### config.mk
export PLATFORM = sky130hd
export DESIGN_NAME = multi_tick_gen
export DESIGN_NICKNAME = d
export VERILOG_FILES = /design/src/rtl/multi_tick_gen.sv
export SDC_FILE = /design/constraint.sdc
export NUM_CORES = 1
export LEC_CHECK = 0
export CAP_MARGIN = 30
export CORE_MARGIN = 1
export CORE_UTILIZATION = 28
export CTS_CLUSTER_SIZE = 28
export DETAILED_ROUTE_END_ITERATION = 10
export GPL_ROUTABILITY_DRIVEN = 0
export PLACE_DENSITY = 0.48
export SYNTH_ARGS = -nofsm -noshare
export SYNTH_HDL_FRONTEND = slang
export SYNTH_SLANG_ARGS = --single-unit
### constraint.sdc
create_clock -name clk -period 6.5 [get_ports clk]
set_clock_uncertainty 0.05 [all_clocks]
set_input_delay 0.65 -clock clk [delete_from_list [all_inputs] [get_ports clk]]
set_output_delay 0.65 -clock clk [all_outputs]
set_load 0.02 [all_outputs]
### src/rtl/multi_tick_gen.sv
// multi_tick_gen
//   Multi-channel timebase generator. Each channel divides clk by a
//   run-time programmable period and produces a one-cycle tick strobe at
//   the end of every period plus a near-50% square wave (low floor(per/2)
//   cycles, then high ceil(per/2) cycles). Period changes are staged in a
//   shadow register and take effect only at a period boundary, or at once
//   on an idle (period 0) channel or on sync_clr.
//
// Ports
//   clk       in   system clock
//   n_rst     in   synchronous active-low reset
//   sync_clr  in   restart all channels in phase (also applies pending loads)
//   ch_en     in   [NCH]       per-channel run enable, 0 pauses the channel
//   ld        in   [NCH]       per-channel load strobe for div
//   div       in   [NCH*DIVW]  requested period, channel i at [i*DIVW +: DIVW]
//   tick      out  [NCH]       one-cycle strobe in the last cycle of a period
//   sq        out  [NCH]       square wave, toggles twice per period
//   pend      out  [NCH]       a loaded period is waiting to take effect
module multi_tick_gen #(
    parameter int unsigned FREQ = 50 * 10**6,
    parameter int unsigned NCH  = 4,
    parameter int unsigned DIVW = $clog2(FREQ + 1)
) (
    input  logic                clk,
    input  logic                n_rst,
    input  logic                sync_clr,
    input  logic [NCH-1:0]      ch_en,
    input  logic [NCH-1:0]      ld,
    input  logic [NCH*DIVW-1:0] div,
    output logic [NCH-1:0]      tick,
    output logic [NCH-1:0]      sq,
    output logic [NCH-1:0]      pend
);

    localparam logic [DIVW-1:0] PER_RST = DIVW'(FREQ);

    logic [DIVW-1:0] r_cnt [NCH];
    logic [DIVW-1:0] r_per [NCH];
    logic [DIVW-1:0] r_shd [NCH];
    logic [NCH-1:0]  r_sq;
    logic [NCH-1:0]  r_pend;

    logic [DIVW-1:0] w_last [NCH];
    logic [DIVW-1:0] w_half [NCH];
    logic [NCH-1:0]  w_idle;
    logic [NCH-1:0]  w_wrap;
    logic [NCH-1:0]  w_tog;
    logic [NCH-1:0]  w_sw;

    always_comb begin
        for (int unsigned i = 0; i < NCH; i++) begin
            w_last[i] = r_per[i] - 1'b1;
            w_half[i] = r_per[i] >> 1;
            w_idle[i] = (r_per[i] == '0);
            // Idle is excluded first so the wrapped-around per-1 never matches.
            w_wrap[i] = ch_en[i] && !w_idle[i] && (r_cnt[i] == w_last[i]);
            // per>=2 is equivalent to per>>1 being non-zero; below that sq holds.
            w_tog[i]  = ch_en[i] && (w_half[i] != '0) &&
                        ((r_cnt[i] == (w_half[i] - 1'b1)) || (r_cnt[i] == w_last[i]));
            // Shadow is applied only at a boundary so the running period completes.
            w_sw[i]   = r_pend[i] && (w_wrap[i] || w_idle[i]);
        end
    end

    // Tick is suppressed while reset or sync_clr is being applied.
    assign tick = w_wrap & {NCH{n_rst & ~sync_clr}};
    assign sq   = r_sq;
    assign pend = r_pend;

    always_ff @(posedge clk) begin
        for (int unsigned i = 0; i < NCH; i++) begin
            if (!n_rst) begin
                r_cnt[i]  <= '0;
                r_per[i]  <= PER_RST;
                r_shd[i]  <= PER_RST;
                r_pend[i] <= 1'b0;
                r_sq[i]   <= 1'b0;
            end else if (sync_clr) begin
                r_cnt[i] <= '0;
                r_sq[i]  <= 1'b0;
                if (ld[i]) begin
                    // A load coinciding with the clear bypasses the shadow.
                    r_per[i]  <= div[i*DIVW +: DIVW];
                    r_shd[i]  <= div[i*DIVW +: DIVW];
                    r_pend[i] <= 1'b0;
                end else if (r_pend[i]) begin
                    r_per[i]  <= r_shd[i];
                    r_pend[i] <= 1'b0;
                end
            end else begin
                if (w_sw[i]) begin
                    r_per[i]  <= r_shd[i];
                    r_pend[i] <= 1'b0;
                end
                if (w_idle[i] || w_wrap[i]) begin
                    r_cnt[i] <= '0;
                end else if (ch_en[i]) begin
                    r_cnt[i] <= r_cnt[i] + 1'b1;
                end
                if (w_idle[i]) begin
                    r_sq[i] <= 1'b0;
                end else if (w_tog[i]) begin
                    r_sq[i] <= ~r_sq[i];
                end
                // A load in the switch cycle lands in the shadow and stays pending;
                // the switch above already used the old shadow value.
                if (ld[i]) begin
                    r_shd[i]  <= div[i*DIVW +: DIVW];
                    r_pend[i] <= 1'b1;
                end
            end
        end
    end

endmodule

[After elaboration in Yosys (flattened, before gate mapping)]
Memory sizes are Yosys's and may differ from the RTL's.
Index checks and enable logic that the tools add are counted.
Widths: inputs -> output; s select.
Storage, ports and cells
  memories kept: 3
  input port bits: 115
  output and inout port bits: 12
  logic and storage cells: 264
  bits in registers: 8
  bits in writable memories: 312
Memory list
  r_cnt: depth 4, bits a word 26, read ports 4, clocked after Yosys merged registers in 0, wr ports 4, line 37  | logic [DIVW-1:0] r_cnt [NCH];
  r_per: depth 4, bits a word 26, read ports 4, clocked after Yosys merged registers in 0, wr ports 4, line 38  | logic [DIVW-1:0] r_per [NCH];
  r_shd: depth 4, bits a word 26, read ports 4, clocked after Yosys merged registers in 0, wr ports 4, line 39  | logic [DIVW-1:0] r_shd [NCH];
Cells by class
  add/sub/neg operators: 12
  bitwise operators: 40
  reductions and logical operators: 49
  mux-type cells: 144
  equal/unequal tests: 8
Operator list (number)
  $mux 26: 32
  $eq 26x26->1: 8
  $mux 1: 112
  $add 26x1->26 const B: 4
  $logic_not 26->1: 4
  $reduce_bool 26->1: 4
  $sub 25x1->26 const B: 4
  $sub 26x1->26 const B: 4
  $or 1x1->1: 32
  $logic_and 1x1->1: 20
  $reduce_or 3->1: 4
  $logic_or 1x1->1: 8
  $reduce_bool 2->1: 4
  $not 1->1: 6
  $and 4x4->4: 1
  $logic_not 1->1: 4
  $reduce_or 2->1: 1
  $and 1x1->1: 1

[Longest topological paths before layout]
Gate-level depths: netlist of the first run.
An unclocked memory read counts as a cell.
  depth in word-level cells: 12
  mapped depth: 15
  gate-level depth less buffers: 11

[Worst setup path before layout of the first run]
Ideal clock, no wire load.
  path type: register -> register
  start point: mem r_per[1][1] in the netlist's numbering
  end point: mem r_per[1][0] in the netlist's numbering (enable)
  slack: 1006 ps
  period minus slack after synthesis: 5494 ps
  path buffers: 3
  library setup time: 445 ps
  data required time: 6005 ps
  arrival: 4999 ps
  cell stages (with the launch flop): 14
  cells stage by stage: edfxtp_1 clkbuf_1 inv_1 ha_1 clkbuf_1 or4b_2 buf_2 nor4_4 and4b_1 o211ai_1 nor4_1 nand4_2 o21a_1 o21ai_0
RTL lines (line)
  from (decl): 38

==> results of run 1 <==
==> cells by family (layout without fill, tap and decap cells) <==
group                    Yosys count  count (layout)  share of synthesized area (%)
adder cells (fa/ha/maj)           16              16                          0.946
other                              0               1                              0
XOR/XNOR                         366             366                           15.1
AO/OA/AOI/OAI                    281             281                           10.2
AND/OR/NAND/NOR                  931             931                           24.1
flip-flops                       320             320                           45.0
multiplexers                      17              17                          0.822
buffers and inverters            202             262                           3.77
==> worst max-delay path: stages (launching register included) <==
cell and delay (ns):
edfxtp_1 0.53, inv_1 0.14, ha_1 0.31, nor4b_2 0.67
and3_1 0.26, o22ai_1 0.06, a2111oi_0 0.76, nor4bb_1 0.37
nand4b_1 0.18, nor3_1 0.40, clkdlybuf4s50_1 0.70
==> flip-flops by register name, summed over array words and instances, names as in the netlist <==
register and count:
r_cnt 104, pend 4, r_per 104, sq 4, r_shd 104
==> where the power goes <==
part           switching (mW)  internal [mW]  total (mW)
sequential              0.170           2.40        2.57
combinational           0.335          0.301       0.636
clock                   0.931           1.41        2.34
total                    1.44           4.11        5.55
==> synth_stat cells (all sizes together), types with 10 or more instances <==
cell type and count:
and3 94, o22a 50, ha 16, nor3 51, nand3 92, mux2i 14
inv 37, nor4b 13, or4 26, nor2b 13, or3 20, nor2 220
o21ai 35, a22o 57, nand4 49, nand2b 24, or2 59, xor2 159
edfxtp 312, buf 19, nor3b 16, and4 10, clkbuf 146, nor4 65
xnor2 207, nand2 116, nand4b 10, a21oi 29, nand3b 19
==> layer usage <==
| layer | share of wire, % | wire length [um] | vias to the layer above | global-route usage, % |
|---|---|---|---|---|
| met5 | 0 | 0 | - | 0 |
| met4 | 2.3 | 1360 | 0 | 4.27 |
| met3 | 4.8 | 2910 | 87 | 2.14 |
| met2 | 46 | 27900 | 451 | 25.0 |
| met1 | 46 | 27900 | 7972 | 21.1 |
| li1 | - | - | 7895 | - |
==> cells in the final DEF, fill, tap and decap left out, types with 8 or more instances in the layout <==
| master | synthesis | routed |
|---|---|---|
| xnor2_1 | 207 | 207 |
| nor3b_1 | 16 | 16 |
| nand4_1 | 48 | 48 |
| xor2_1 | 159 | 159 |
| clkdlybuf4s50_1 | 0 | 125 |
| nor4b_1 | 12 | 12 |
| o21ai_0 | 35 | 31 |
| nand3b_1 | 19 | 19 |
| or4_1 | 23 | 23 |
| nor2b_1 | 13 | 13 |
| o22a_1 | 50 | 50 |
| a31oi_1 | 9 | 9 |
| nand3_1 | 92 | 92 |
| nand4b_1 | 10 | 10 |
| and3_1 | 94 | 94 |
| o31ai_1 | 9 | 9 |
| ha_1 | 16 | 16 |
| inv_1 | 37 | 37 |
| a21oi_1 | 29 | 29 |
| and4_1 | 10 | 10 |
| a22o_1 | 57 | 57 |
| nor4_1 | 63 | 63 |
| and2_1 | 9 | 9 |
| nor2_1 | 219 | 219 |
| nand2b_1 | 24 | 23 |
| nand2_1 | 116 | 116 |
| or2_2 | 57 | 57 |
| o22ai_1 | 9 | 9 |
| clkbuf_16 | 0 | 41 |
| nor3_1 | 50 | 50 |
| or3_1 | 20 | 20 |
| edfxtp_1 | 312 | 312 |
| clkbuf_1 | 145 | 8 |
| mux2i_1 | 14 | 14 |
| dfxtp_1 | 8 | 8 |
| buf_4 | 0 | 19 |
==> final cells by class <==
| cell class | instances | area [um2] |
|---|---|---|
| well taps | 969 | 1210 |
| clock buffers | 53 | 1110 |
| diodes | 1 | 2.50 |
| flip-flops and latches | 320 | 9530 |
| multi-input cells | 1611 | 10900 |
| clock inverters | 21 | 258 |
| fillers | 7556 | 49900 |
| repair buffers | 151 | 1510 |
| inverters | 37 | 139 |
==> path summary, 6_finish.rpt <==
| check | slack, ns | end | cells after the start | from |
|---|---|---|---|---|
| setup / recovery | 0.86 | tick[3] | 10 | r_per[3][2] |
| hold / removal | 0.45 | sq[0] | 2 | sq[0] |
| setup reg to reg | 1.72 | r_per[0][10] | 11 | r_per[0][1] |
| hold reg to reg | 0.45 | sq[0] | 2 | sq[0] |
==> metrics by stage <==
stage / hold WS, ns / instances / instance area [um2]
detailed placement: 0.445 / 3088 / 23300
floorplan: 0.468 / 2133 / 21200
CTS: 0.457 / 3162 / 24600
global placement: 0.425 / 3082 / 23100
finish: 0.451 / 3163 / 24600
global route: 0.495 / 3163 / 24600
==> qor.yml, run 1 <==
sta:
  final.period_utilization_pct: 86.7
  post-route-min-period_ns: 5.64
  finalMaxSlewViolations: 0
  clock.fmax_mhz: 177
  hold_violations: 0
  fin_setup_tns_ns: 0
  fin_ws_ns: 0.863
  tightest_slew_ns: 1.09
  finalSetupViolations: 0
  rsz0062_at_grt: "no"
  relSlewSlack_pct: 26.8
pwr:
  leakagePower_nw: 7.98
  power-per-cell-area_nw_per_um2: 225
  vdd_drop_max_mv: 0.155
  power_mw: 5.55
min_path:
  hold_class: "register to register"
clocking:
  cts_made_buffers: 40
  insertion_delay_ns: 0.57
  cts.sinks: 320
  cts_resized: 0
  cts_tree: "yes"
  htreeDepth: 2
  clkSlewWorstSetupHoldPaths_ns: 0.06
  max-clock-path-buffers: 3
  postCtsSetupBuffers: 0
  hold_buffers: 0
  cts_root_buf: "clkbuf_16"
finish:
  drive_gt1_share_pct: 8.07
  nNetsFinal: 2292
  areaGrowthSynthToFinish_pct: 16.3
  fin_util_pct: 33.0
floorplan:
  fp-row-count: 100
  die_x_um: 277
  start_util_pct: 28.4
  core_area_um2: 74600
  die_area_um2: 76700
  ios: 127
  fp.dieH_um: 277
synthesis:
  ys_seq_area_share_pct: 45.0
  synth_warnings: 0
  postSynth.asyncResetShare_pct: 0
  synth_cell_type_count: 82
  ys_ff_latch: 320
  synth.largest_area_cell: "edfxtp_1"
  synth_area_leaders: "edfxtp_1 (44%), xnor2_1 (8.6%), xor2_1 (6.6%), nor2_1 (3.9%), and3_1 (2.8%)"
  syn_nets: 2264
  syn_area_um2: 21200
  syn_inst: 2133
  synth-edff-count: 312
  synth.top_cell.area_share_pct: 44.3
  avgSynthCellArea_um2: 9.92
  synth_flop_cell: "edfxtp_1"
global_routing:
  antenna_found_initial: 1
  grt_use_total_pct: 15.3
  grt_pass1_wl_um: 94000
  grt_overflow: 0
  grt_pass1_vias: 16000
  grt_max_degree: 50
route:
  antenna_left: 0
  vias_per_cell: 5.19
  drt_iter0_drc: 1125
  drt-pass1-iter-count: 5
  route.vias.total: 16400
  drc_errors: 0
  wire_per_inst_um: 19.0
  routed_wl_um: 60000
status:
  status: "finished, final reports clean"
setup_path:
  worst_ep_arrival_time_ns: 4.94
  crit_path_start_kind: "register"
  cp-end-kind: "output port"
  crit_type: "register to output port"
  worstPathRequired_ns: 5.80
  crit_path_max_fanout: 10
place:
  pre_cts_slack_ns: 1.48
  hpwl_um: 44500
  port_buffers: 126
flow_run:
  max-cap-violations: 0
Power figures use the tool's default switching activity.
==> run 2, diff against run 1 <==
--- a/config.mk
+++ b/config.mk
@@ -6,12 +6,14 @@
 export NUM_CORES = 1
 export LEC_CHECK = 0
 export CAP_MARGIN = 30
+export CELL_PAD_IN_SITES_DETAIL_PLACEMENT = 0
+export CELL_PAD_IN_SITES_GLOBAL_PLACEMENT = 1
 export CORE_MARGIN = 1
 export CORE_UTILIZATION = 28
 export CTS_CLUSTER_SIZE = 28
 export DETAILED_ROUTE_END_ITERATION = 10
 export GPL_ROUTABILITY_DRIVEN = 0
-export PLACE_DENSITY = 0.48
+export PLACE_DENSITY = 0.56
 export SYNTH_ARGS = -nofsm -noshare
 export SYNTH_HDL_FRONTEND = slang
 export SYNTH_SLANG_ARGS = --single-unit
==> run 2 against run 1 <==
- design area fell by 0.18%
- clock power shrank 6%
- largest power group unchanged
- critical path depth increased by 1
- core utilization fell by 0.060 points
- count of clock-buffer cells in the layout grew 4
- largest cell class unchanged
- sequential cell count stayed put
- maximum frequency is 0.97% higher
- register-to-register slack is essentially flat
- wire length is 3.6% higher
- worst setup slack better by 0.054 ns
- first-iteration DRC count is 3.5% lower
- sequential share of layout area up 0.071 points
==> qor.yml, run 2 (synthesis gave the netlist of run 1 again) <==
status:
  status: "finished, final reports clean"  # unchanged
setup_path:
  worstPathRequired_ns: 5.80  # about the same
  path_buf_inv: 2  # unchanged
  crit_path_max_incr_delay_ns: 0.67  # was 0.76 ns
  crit_chain: "inv_1 -> ha_1 -> or4b_2 -> nor4_1 -> xnor2_1 -> nand3_1 -> or4_1 -> nor4_1 -> nand2_1 -> nor2_1 -> clkdlybuf4s50_1"  # was inv_1 -> ha_1 -> nor4b_2 -> and3_1 -> o22ai_1 -> a2111oi_0 -> nor4bb_1 -> nand4b_1 -> nor3_1 -> clkdlybuf4s50_1
  cpMaxStageDelayCell: "or4b_2"  # was a2111oi_0
  critPathTopFamily: "simple AND/OR/NAND/NOR gates"  # unchanged
  crit_type: "register to output port"  # unchanged
  crit_path_start_kind: "register"  # unchanged
  worst_ep_arrival_time_ns: 4.88  # was 4.94 ns
  path_common_cell: "nor4_1"
  crit_path_max_fanout: 8  # was 10
  cp-end-kind: "output port"  # unchanged
global_routing:
  grt_max_degree: 49  # was 50
  grt_pass1_vias: 16300  # was 16000
  antenna_found_initial: 0  # was 1
  grt_use_total_pct: 16.0  # was 15.3%
  grt_overflow: 0  # unchanged
  grt_pass1_wl_um: 97500  # was 94000 um
route:
  wire_per_inst_um: 19.6  # was 19.0 um
  drc_errors: 0  # unchanged
  route.vias.total: 16400  # about the same
  route.met2.wl_um: 29000  # was 27900 um
  wl_met3_um: 2790  # was 2910 um
  antenna_left: 0  # unchanged
  vias_per_cell: 5.19  # about the same
  routed_wl_um: 62200  # was 60000 um
  drt-pass1-iter-count: 5  # unchanged
  drt_iter0_drc: 1086  # was 1125
  wl_met1_um: 29000  # was 27900 um
  top_layer: "met4"  # unchanged
min_path:
  hold_class: "register to register"  # unchanged
pwr:
  vdd_drop_max_mv: 0.157  # was 0.155 mV
  power.switching_mw: 1.41  # was 1.44 mW
  seq_power_share_pct: 47.5  # was 46.3%
  power-per-cell-area_nw_per_um2: 220  # was 225 nW/um2
  leakagePower_nw: 7.98  # about the same
  power_frac_comb_pct: 11.9  # was 11.5%
  p_int_mw: 4.00  # was 4.11 mW
  p_sw_share_pct: 26.1  # was 25.9%
  clkPwrFrac_pct: 40.6  # was 42.2%
clocking:
  max-clock-path-buffers: 3  # unchanged
  hold_buffers: 0  # unchanged
  cts_resized: 0  # unchanged
  cts_tree: "yes"  # unchanged
  cts_root_buf: "clkbuf_16"  # unchanged
  insertion_delay_ns: 0.56  # was 0.57 ns
  clkSlewWorstSetupHoldPaths_ns: 0.05  # was 0.06 ns
  postCtsSetupBuffers: 0  # unchanged
  cts.sinks: 320  # unchanged
  htreeDepth: 2  # unchanged
  cts_made_buffers: 42  # was 40
finish:
  layout_common_cells: "edfxtp_1 (312), nor2_1 (219), xnor2_1 (207), xor2_1 (159), clkdlybuf4s50_1 (125)"  # unchanged
  layoutNonFillerInstCount: 3166  # was 3163
  antenna_cells: 0  # was 1
  final_common_cell: "edfxtp_1"  # unchanged
  reg.largest.list: "r_cnt (104), r_per (104), r_shd (104)"  # unchanged
  areaGrowthSynthToFinish_pct: 16.1  # was 16.3%
  fin_util_pct: 33.0  # about the same
  design_area_um2: 24600  # about the same
  drive_gt1_share_pct: 7.74  # was 8.07%
  fillers: 7651  # was 7556
  nNetsFinal: 2298  # was 2292
floorplan:
  fp.dieH_um: 277  # unchanged
  start_util_pct: 28.4  # unchanged
  die_x_um: 277  # unchanged
  core_area_um2: 74600  # unchanged
  ios: 127  # unchanged
  die_area_um2: 76700  # unchanged
  fp-row-count: 100  # unchanged
sta:
  fin_setup_tns_ns: 0  # unchanged
  hold_violations: 0  # unchanged
  finalSetupViolations: 0  # unchanged
  rsz0062_at_grt: "no"  # unchanged
  fin_ws_ns: 0.917  # was 0.863 ns
  final.period_utilization_pct: 85.9  # was 86.7%
  relSlewSlack_pct: 35.9  # was 26.8%
  clock.fmax_mhz: 179  # was 177 MHz
  tightest_slew_ns: 0.952  # was 1.09 ns
  finalMaxSlewViolations: 0  # unchanged
  post-route-min-period_ns: 5.58  # was 5.64 ns
place:
  pre_cts_slack_ns: 1.53  # was 1.48 ns
  port_buffers: 126  # unchanged
  dp.cells: 3091  # was 3088
  hpwl_um: 46100  # was 44500 um
  dpl_cell_area_um2: 23300  # about the same
flow_run:
  max-cap-violations: 0  # unchanged
-- run 2: changes by cell type in the layout (fill, tap and decap cells not counted), sizes merged --
cell / change
buf: +3
diode: -1
clkinv: +4
bufinv: -3
clkbuf: +5
clkinvlp: -2
inv: -3
-- run 2: power groups by stage --
stage | registers (mW) | logic [mW] | clock network (mW)
after floorplan | 2.50 | 0.488 | 0
after global placement | 2.61 | 0.630 | 0
after detailed placement | 2.61 | 0.641 | 0
after CTS | 2.57 | 0.647 | 2.28
after global routing | 2.59 | 0.707 | 2.35
final | 2.57 | 0.642 | 2.20
-- run 2: layer usage --
metal  global-route usage [%]  vias to the layer above
li1                         -                     7898
met5                        0                        -
met1                     21.8                     8016
met2                     26.5                      405
met4                     4.30                        0
met3                     2.26                       99
-- run 2: through the flow --
step	power, mW	hold WS (ns)
2_1_floorplan	2.99	0.468
3_3_place_gp	3.24	0.433
3_5_place_dp	3.25	0.443
4_1_cts	5.50	0.449
5_1_grt	5.65	0.460
6_report	5.41	0.447
-- run 2: tightest hold or removal path: cells and delay by family (launching register included) --
kind,cells,cell delay (ns)
DFF,1,0.33
and+or+nand+nor,1,0.06
muxes,1,0.06
-- run 2: final cells by class --
cell class,count,area (um2),share of cell area (%)
inverters,37,139,0.565
clock inverters,17,133,0.540
clock buffers,57,1140,4.63
multi-input cells,1611,10900,44.2
repair buffers,155,1570,6.39
flip-flops and latches,320,9530,38.8
well taps,969,1210,4.93
-- run 2: worst paths after layout --
path / startpoint / to / slack [ns] / cells past startpoint
worst min-delay path: sq[0] / sq[0] / 0.45 / 2
worst max register to register: r_per[0][2] / r_per[0][9] / 1.73 / 11
worst max-delay path: r_per[2][2] / tick[2] / 0.92 / 11
worst min register to register: sq[0] / sq[0] / 0.45 / 2
==> run 3, diff against run 2 <==
--- a/config.mk
+++ b/config.mk
@@ -8,9 +8,8 @@
 export CAP_MARGIN = 30
 export CELL_PAD_IN_SITES_DETAIL_PLACEMENT = 0
 export CELL_PAD_IN_SITES_GLOBAL_PLACEMENT = 1
-export CORE_MARGIN = 1
+export CORE_MARGIN = 1.5
 export CORE_UTILIZATION = 28
-export CTS_CLUSTER_SIZE = 28
 export DETAILED_ROUTE_END_ITERATION = 10
 export GPL_ROUTABILITY_DRIVEN = 0
 export PLACE_DENSITY = 0.56
==> run 3 against run 2 <==
- sequential share of layout area is essentially flat
- total power increased by 0.89%
- combinational power about the same
- register-to-register slack better by 0.02 ns
- critical endpoint unchanged
- die area grew 0.72%
- global-route usage about the same
==> qor.yml, run 3 (synthesis gave the netlist of run 1 again) <==
clocking:
  cts.sinks: 320  # unchanged
  cts_resized: 0  # unchanged
  cts_tree: "yes"  # unchanged
  hold_buffers: 0  # unchanged
  htreeDepth: 2  # unchanged
  insertion_delay_ns: 0.56  # about the same
  max-clock-path-buffers: 3  # unchanged
  clkSlewWorstSetupHoldPaths_ns: 0.06  # was 0.05 ns
  postCtsSetupBuffers: 0  # unchanged
  cts_made_buffers: 41  # was 42
  cts_root_buf: "clkbuf_16"  # unchanged
floorplan:
  fp.dieH_um: 278  # was 277 um
  die_x_um: 278  # was 277 um
  start_util_pct: 28.4  # unchanged
  ios: 127  # unchanged
  die_area_um2: 77300  # was 76700 um2
  core_area_um2: 74600  # unchanged
  fp-row-count: 100  # unchanged
sta:
  finalSetupViolations: 0  # unchanged
  tightest_slew_ns: 1.01  # was 0.952 ns
  finalMaxSlewViolations: 0  # unchanged
  fin_ws_ns: 0.915  # was 0.917 ns
  hold_violations: 0  # unchanged
  holdWs_ns: 0.441  # was 0.447 ns
  post-route-min-period_ns: 5.58  # about the same
  final.period_utilization_pct: 85.9  # about the same
  clock.fmax_mhz: 179  # about the same
  fin_setup_tns_ns: 0  # unchanged
  rsz0062_at_grt: "no"  # unchanged
  relSlewSlack_pct: 32.3  # was 35.9%
min_path:
  hold_start: "sq[0]"  # unchanged
  hold_class: "register to register"  # unchanged
pwr:
  leakagePower_nw: 7.97  # was 7.98 nW
  power-per-cell-area_nw_per_um2: 222  # was 220 nW/um2
  vdd_drop_max_mv: 0.191  # was 0.157 mV
place:
  hpwl_um: 46100  # about the same
  dp.cells: 3092  # was 3091
  port_buffers: 126  # unchanged
  pre_cts_slack_ns: 1.50  # was 1.53 ns
global_routing:
  grt_pass1_wl_um: 97700  # was 97500 um
  grt_pass1_vias: 16200  # was 16300
  grt_max_degree: 51  # was 49
  grt_overflow: 0  # unchanged
  antenna_found_initial: 1  # was 0
  grt_use_total_pct: 16.0  # about the same
setup_path:
  crit_path_max_fanout: 8  # unchanged
  crit_path_start_kind: "register"  # unchanged
  worstPathRequired_ns: 5.80  # about the same
  r2r-start: "r_per[0][2]"  # unchanged
  worst_ep_arrival_time_ns: 4.88  # about the same
  crit_type: "register to output port"  # unchanged
  critPathLaunch: "r_per[2][2]"  # unchanged
  cp-end-kind: "output port"  # unchanged
route:
  wire_per_inst_um: 19.6  # about the same
  vias_per_cell: 5.16  # was 5.19
  routed_wl_um: 62100  # was 62200 um
  antenna_left: 0  # unchanged
  drc_errors: 0  # unchanged
  drt_iter0_drc: 1297  # was 1086
  drt-pass1-iter-count: 5  # unchanged
  route.vias.total: 16300  # was 16400
status:
  status: "finished, final reports clean"  # unchanged
finish:
  fin_util_pct: 33.0  # about the same
  final_common_cell: "edfxtp_1"  # unchanged
  multiInputGateArea_um2: 10900  # unchanged
  drive_gt1_share_pct: 8.01  # was 7.74%
  areaGrowthSynthToFinish_pct: 16.1  # about the same
  reg.largest.list: "r_cnt (104), r_per (104), r_shd (104)"  # unchanged
  fillers: 7692  # was 7651
  nNetsFinal: 2297  # was 2298
  antenna_cells: 0  # unchanged
  seqCellArea_um2: 9530  # unchanged
  layout_common_cells: "edfxtp_1 (312), nor2_1 (219), xnor2_1 (207), xor2_1 (159), clkdlybuf4s50_1 (125)"  # unchanged
  layoutNonFillerInstCount: 3165  # was 3166
flow_run:
  max-cap-violations: 0  # unchanged
## run 3: cell types whose count changed in the layout (fill, tap and decap cells not counted), sizes merged
cell,before,now
buf,29,30
bufinv,2,4
clkinv,13,14
inv,38,39
clkinvlp,1,4
clkbuf,58,49
## run 3: final timing paths
| check | endpoint | slack (ns) | cells after the start |
|---|---|---|---|
| max reg2reg | r_per[0][10] | 1.75 | 11 |
| min reg2reg | sq[0] | 0.44 | 2 |
| max | tick[2] | 0.92 | 11 |
| min | sq[0] | 0.44 | 2 |
## run 3: area by class of cell
cell class / count / area share, %
multi-input combinational: 1611 / 44.2
sequential: 320 / 38.8
timing repair buffer: 155 / 6.32
tap: 969 / 4.93
clock buffer: 49 / 4.30
clock inverter: 24 / 0.957
inverter: 37 / 0.565
## run 3: critical path: stages, from the launching register on
cell and delay, ns:
edfxtp_1 0.51, inv_1 0.11, ha_1 0.27, or4b_2 0.66, nor4_1 0.54, xnor2_1 0.19
nand3_1 0.08, or4_1 0.53, nor4_1 0.40, nand2_1 0.12, nor2_1 0.24, clkdlybuf4s50_1 0.67
## run 3: stage by stage
| step | total power [mW] | area [um2] |
|---|---|---|
| finish | 5.46 | 24600 |
| CTS | 5.55 | 24600 |
| global route | 5.70 | 24600 |
| detailed placement | 3.25 | 23300 |
| floorplan | 2.99 | 21200 |
| global placement | 3.24 | 23200 |
## run 3: where the power goes
part	total (mW)	internal, mW	switching (mW)
logic	0.640	0.302	0.339
registers	2.57	2.40	0.172
clock network	2.25	1.32	0.930
## run 3: layer usage
| layer | track usage [%] | vias to the layer above | wire, um |
|---|---|---|---|
| met1 | 22.2 | 7931 | 29400 |
| met4 | 4.33 | 0 | 1370 |
| met2 | 25.9 | 411 | 28500 |
| li1 | - | 7910 | - |
| met5 | 0 | - | 0 |
| met3 | 2.23 | 82 | 2800 |
